## src/rtl/hazard_stall_controller.sv

```systemverilog
// Hazard sequencing for the 5-stage pipeline: load-use bubbles, taken-branch flushes
// and data-memory wait freezes with a halting timeout, plus saturating perf counters.
module hazard_stall_controller #(
    parameter int REG_W       = 5,
    parameter int CNT_W       = 16,
    parameter int MEM_TIMEOUT = 15,
    parameter int ZERO_REG    = 31
) (
    input  logic             Clk,
    input  logic             Reset,
    input  logic             IDEX_MemRead,
    input  logic [REG_W-1:0] IDEX_WriteRegister,
    input  logic [REG_W-1:0] IFID_rm,
    input  logic [REG_W-1:0] IFID_rn,
    input  logic             EXMEM_BranchTaken,
    input  logic             EXMEM_MemAccess,
    input  logic             DMem_Ready,
    output logic             PCWrite,
    output logic             IFID_Write,
    output logic             IFID_Flush,
    output logic             IDEX_Bubble,
    output logic             IDEX_Flush,
    output logic             EXMEM_Flush,
    output logic             PipeFreeze,
    output logic             Halted,
    output logic [CNT_W-1:0] StallCycles,
    output logic [CNT_W-1:0] FlushCount
);

    typedef enum logic [1:0] {RUN, MEM_WAIT, HALT} state_t;

    localparam logic [7:0]       TIMEOUT_LAST = 8'(MEM_TIMEOUT - 1);
    localparam logic [REG_W-1:0] ZREG         = REG_W'(ZERO_REG);

    state_t           state_q, state_d;
    logic [7:0]       wait_q, wait_d;
    logic [CNT_W-1:0] stall_q, stall_d;
    logic [CNT_W-1:0] flush_q, flush_d;

    logic mem_wait;
    logic load_use;
    logic decode;

    assign mem_wait = EXMEM_MemAccess && !DMem_Ready;
    assign load_use = IDEX_MemRead && (IDEX_WriteRegister != ZREG) &&
                      ((IDEX_WriteRegister == IFID_rm) || (IDEX_WriteRegister == IFID_rn));

    always_comb begin
        PCWrite     = 1'b1;
        IFID_Write  = 1'b1;
        IFID_Flush  = 1'b0;
        IDEX_Bubble = 1'b0;
        IDEX_Flush  = 1'b0;
        EXMEM_Flush = 1'b0;
        PipeFreeze  = 1'b0;
        Halted      = 1'b0;
        decode      = 1'b0;
        state_d     = state_q;
        wait_d      = wait_q;

        if (Reset) begin
            PipeFreeze = 1'b1;
            PCWrite    = 1'b0;
            IFID_Write = 1'b0;
            state_d    = RUN;
            wait_d     = '0;
        end else begin
            case (state_q)
                RUN: begin
                    if (mem_wait) begin
                        PipeFreeze = 1'b1;
                        PCWrite    = 1'b0;
                        IFID_Write = 1'b0;
                        wait_d     = 8'd1;
                        state_d    = (MEM_TIMEOUT == 1) ? HALT : MEM_WAIT;
                    end else begin
                        decode = 1'b1;
                    end
                end
                MEM_WAIT: begin
                    // Frozen registers keep any branch/load-use until release.
                    if (!DMem_Ready) begin
                        PipeFreeze = 1'b1;
                        PCWrite    = 1'b0;
                        IFID_Write = 1'b0;
                        wait_d     = wait_q + 8'd1;
                        if (wait_q == TIMEOUT_LAST) state_d = HALT;
                    end else begin
                        decode  = 1'b1;
                        state_d = RUN;
                        wait_d  = '0;
                    end
                end
                HALT: begin
                    PipeFreeze = 1'b1;
                    PCWrite    = 1'b0;
                    IFID_Write = 1'b0;
                    Halted     = 1'b1;
                end
                default: state_d = RUN;
            endcase

            if (decode) begin
                if (EXMEM_BranchTaken) begin
                    IFID_Flush  = 1'b1;
                    IDEX_Flush  = 1'b1;
                    EXMEM_Flush = 1'b1;
                end else if (load_use) begin
                    PCWrite     = 1'b0;
                    IFID_Write  = 1'b0;
                    IDEX_Bubble = 1'b1;
                end
            end
        end
    end

    always_comb begin
        stall_d = stall_q;
        flush_d = flush_q;
        if ((PipeFreeze || IDEX_Bubble) && (stall_q != '1)) stall_d = stall_q + 1'b1;
        if (IFID_Flush && (flush_q != '1))                  flush_d = flush_q + 1'b1;
    end

    always_ff @(posedge Clk or posedge Reset) begin
        if (Reset) begin
            state_q <= RUN;
            wait_q  <= '0;
            stall_q <= '0;
            flush_q <= '0;
        end else begin
            state_q <= state_d;
            wait_q  <= wait_d;
            stall_q <= stall_d;
            flush_q <= flush_d;
        end
    end

    assign StallCycles = stall_q;
    assign FlushCount  = flush_q;

endmodule
```

## config.mk

```make
export PLATFORM = sky130hd
export DESIGN_NAME = hazard_stall_controller
export DESIGN_NICKNAME = d
export VERILOG_FILES = /design/src/rtl/hazard_stall_controller.sv
export SDC_FILE = /design/constraint.sdc
export NUM_CORES = 1
export LEC_CHECK = 0
export ABC_AREA = 1
export CAP_MARGIN = 10
export CORE_ASPECT_RATIO = 0.7
export CORE_UTILIZATION = 50
export DETAILED_ROUTE_END_ITERATION = 10
export PLACE_DENSITY = 0.8
export RECOVER_POWER = 25
export SETUP_SLACK_MARGIN = 0.05
export SYNTH_ARGS = -nofsm -noshare
export SYNTH_HDL_FRONTEND = slang
export SYNTH_SLANG_ARGS = --single-unit
```

## constraint.sdc

```tcl
create_clock -name Clk -period 2.5 [get_ports Clk]
set_input_delay 0.25 -clock Clk [delete_from_list [all_inputs] [get_ports Clk]]
set_output_delay 0.25 -clock Clk [all_outputs]
set_load 0.01 [all_outputs]
```

==> results.ini, run 1 <==
[global_route]
track_usage_pct = 22.78
grt_overflow = 0
grt_max_degree = 27
grt_pass1_vias = 2363
antenna_found_initial = 0
grt_pass1_wl_um = 10460

[power_and_ir_drop]
p_sw_mw = 0.7132
sw_frac_of_total_pct = 34.67
vdd_ir_drop_max_mv = 0.5132
p_leak_nw = 1.605
p_int_mw = 1.344
p_clk_share_pct = 22.3
seqPwrFrac_pct = 45.3
power_density_nw_per_um2 = 598.9
pwr-share-comb_pct = 32.4

[setup_path]
cp_slowest_cell = clkdlybuf4s50_1
cp-start-kind = primary input
end_kind = output port
crit_chain = clkdlybuf4s50_1, inv_1, o21ai_1, nand2_1, o21ai_0, inv_1, nor2_1, nand2_2, inv_1, clkdlybuf4s50_1
worstPathRequired_ns = 2.25
cp_max_fo = 3
cp-startpoint = DMem_Ready
arrival_ns = 1.94
r2r_start = StallCycles[0]
criticalPathCategory = primary input to output port
cp_common_cell = inv_1
crit_path_max_incr_delay_ns = 0.53

[sta]
finalHoldViolCount = 0
tns_ns = 0
drv_slew = 0
slew_headroom_pct = 6.995
post-route-period-util_pct = 87.46
finalSetupViolCount = 0
tightest_slew_ns = 1.395
clock.fmax_mhz = 457.4
fin_worst_skew_ns = 0.01134
hold-worst-slack_ns = 0.4760
setup_ws_ns = 0.3136
rsz0062_at_grt = false
period_minus_slack_ns = 2.186

[floorplan]
dieArea_um2 = 5700
fp.dieW_um = 89.81
dieHeight_um = 63.47
core_um2 = 4992
start_util_pct = 54.06
std_cell_rows = 21
ios = 61

[drt]
ant_nets = 0
wl_per_cell_um = 11.98
avgViaCountPerCell = 5.112
wl_um = 6124
dr.pass1.iters = 4
via_count = 2612
drt_iter0_drc = 224
route.detailed.drc = 0

[cts]
htreeDepth = 2
cts_resized = 0
worstSkewPairLatency_ns = 0.30
cts-root-buf = clkbuf_8
cts.sinks = 42
tritoncts = done
post_cts_buffers = 0
clk_pin_slew_worst_paths_ns = 0.07
cts_buffer_depth = 2
cts_buffers = 5
hold_buffers = 0

[yosys]
ys_seq_area_share_pct = 38.94
syn_inst = 378
avgSynthCellArea_um2 = 7.140
synth_seq_cells = 42
ys_types = 32
ys_warn_count = 0
synthesis.area_um2 = 2699
syn_nets = 403

[layout]
layout-drive-gt1-share_pct = 4.977
mostFrequentLayoutCell = nand2_1
nNetsFinal = 466
syn_to_final_growth_pct = 27.26
fin_cells = 511
mostFrequentLayoutCells = 116 x nand2_1, 59 x clkdlybuf4s50_1, 47 x inv_1, 42 x dfrtp_1, 38 x nor2_1
diodes = 0

[placement]
dp_cells = 503
dpl.hpwl_um = 4723
gp_congestion = 0.8556
place_ws_ns = 0.2860
io_buffers = 60

[status]
status = completed

[run]
maxCapViolations = 0

[hold_path]
hold_class = primary input to asynchronous set/reset pin

==> cell families after synthesis <==
| kind of cell | count (synthesis) | share of synthesized area (%) |
|---|---|---|
| AO/OA/AOI/OAI | 26 | 5.239 |
| XOR/XNOR | 25 | 8.113 |
| adder cells (fa/ha/maj) | 4 | 1.855 |
| buffers and inverters | 56 | 9.226 |
| flip-flops | 42 | 38.94 |
| AND/OR/NAND/NOR | 225 | 36.63 |
==> final timing paths <==
check | slack (ns) | endpoint | cells past startpoint
worst max-delay path | 0.31 | IFID_Write | 10
worst min register to register | 0.54 | StallCycles[1] | 2
min in group Clk | 0.54 | StallCycles[1] | 2
worst max register to register | 0.66 | StallCycles[5] | 9
worst min-delay path | 0.48 | state_q[0] | 2
max in group asynchronous | 0.49 | StallCycles[5] | 3
==> power groups by stage <==
stage | clock network (mW) | logic [mW] | registers, mW
finish | 0.459 | 0.667 | 0.931
global route | 0.508 | 0.738 | 0.952
CTS | 0.475 | 0.678 | 0.929
detailed placement | 0 | 0.672 | 0.942
global placement | 0 | 0.660 | 0.941
floorplan | 0 | 0.333 | 0.957
==> registers in the layout, summed over array words and instances, names as in the netlist <==
signal	count
wait_q	8
StallCycles	16
state_q	2
FlushCount	16
==> Yosys cell counts (all sizes together) <==
master / count / area (um^2)
nor3: 13 / 70.07
o22ai: 1 / 6.260
nor4: 1 / 6.260
xor2: 13 / 113.9
inv: 48 / 180.2
nor2: 41 / 166.4
dfrtp: 42 / 1051
xnor2: 12 / 105.1
a21oi: 6 / 33.78
nand3: 38 / 195.2
nand2: 120 / 470.5
buf: 8 / 68.81
and2: 1 / 6.260
nand4: 7 / 43.79
ha: 4 / 50.05
nand3b: 2 / 15.01
nor3b: 2 / 15.01
o21ai: 18 / 93.84
o21bai: 1 / 7.510
==> per-layer routing <==
metal / vias to the layer above / global-route usage (%) / part of all wire (%)
li1: 1323 / - / -
met1: 1197 / 30.57 / 50
met2: 87 / 37.88 / 42
met3: 5 / 3.986 / 6.6
met4: 0 / 6.762 / 0.87
met5: - / 0 / 0
==> area by class of cell <==
| class | instances | area [um^2] |
|---|---|---|
| clock buffers | 6 | 82.58 |
| clock inverters | 2 | 12.51 |
| fillers | 440 | 1558 |
| inverters | 48 | 180.2 |
| multi-input cells | 280 | 1399 |
| flip-flops and latches | 42 | 1051 |
| well taps | 69 | 86.33 |
| repair buffers | 64 | 623.1 |
==> worst max-delay path: cells and delay by family <==
kind	cells	cell delay, ns
AOI/OAI and AO/OA	2	0.16
buffers and inverters	5	1.18
and+or+nand+nor	3	0.33
==> through the flow <==
stage          instance area (um^2)  util, %  total power, mW
2_1_floorplan                  2699        -            1.289
3_3_place_gp                   3347    67.04            1.601
3_5_place_dp                   3347    67.04            1.614
4_1_cts                        3442    68.95            2.082
5_1_grt                        3435    68.80            2.198
6_report                       3435    68.80            2.057
Note: power is estimated with default switching activity, not from simulation.
==> inputs of run 2 (changes only) <==
--- a/config.mk
+++ b/config.mk
@@ -6,7 +6,6 @@
 export NUM_CORES = 1
 export LEC_CHECK = 0
 export ABC_AREA = 1
-export CAP_MARGIN = 10
 export CORE_ASPECT_RATIO = 0.7
 export CORE_UTILIZATION = 50
 export DETAILED_ROUTE_END_ITERATION = 10
==> results of run 2 <==
Final layout, timing and power as in run 1 (identical DEF).
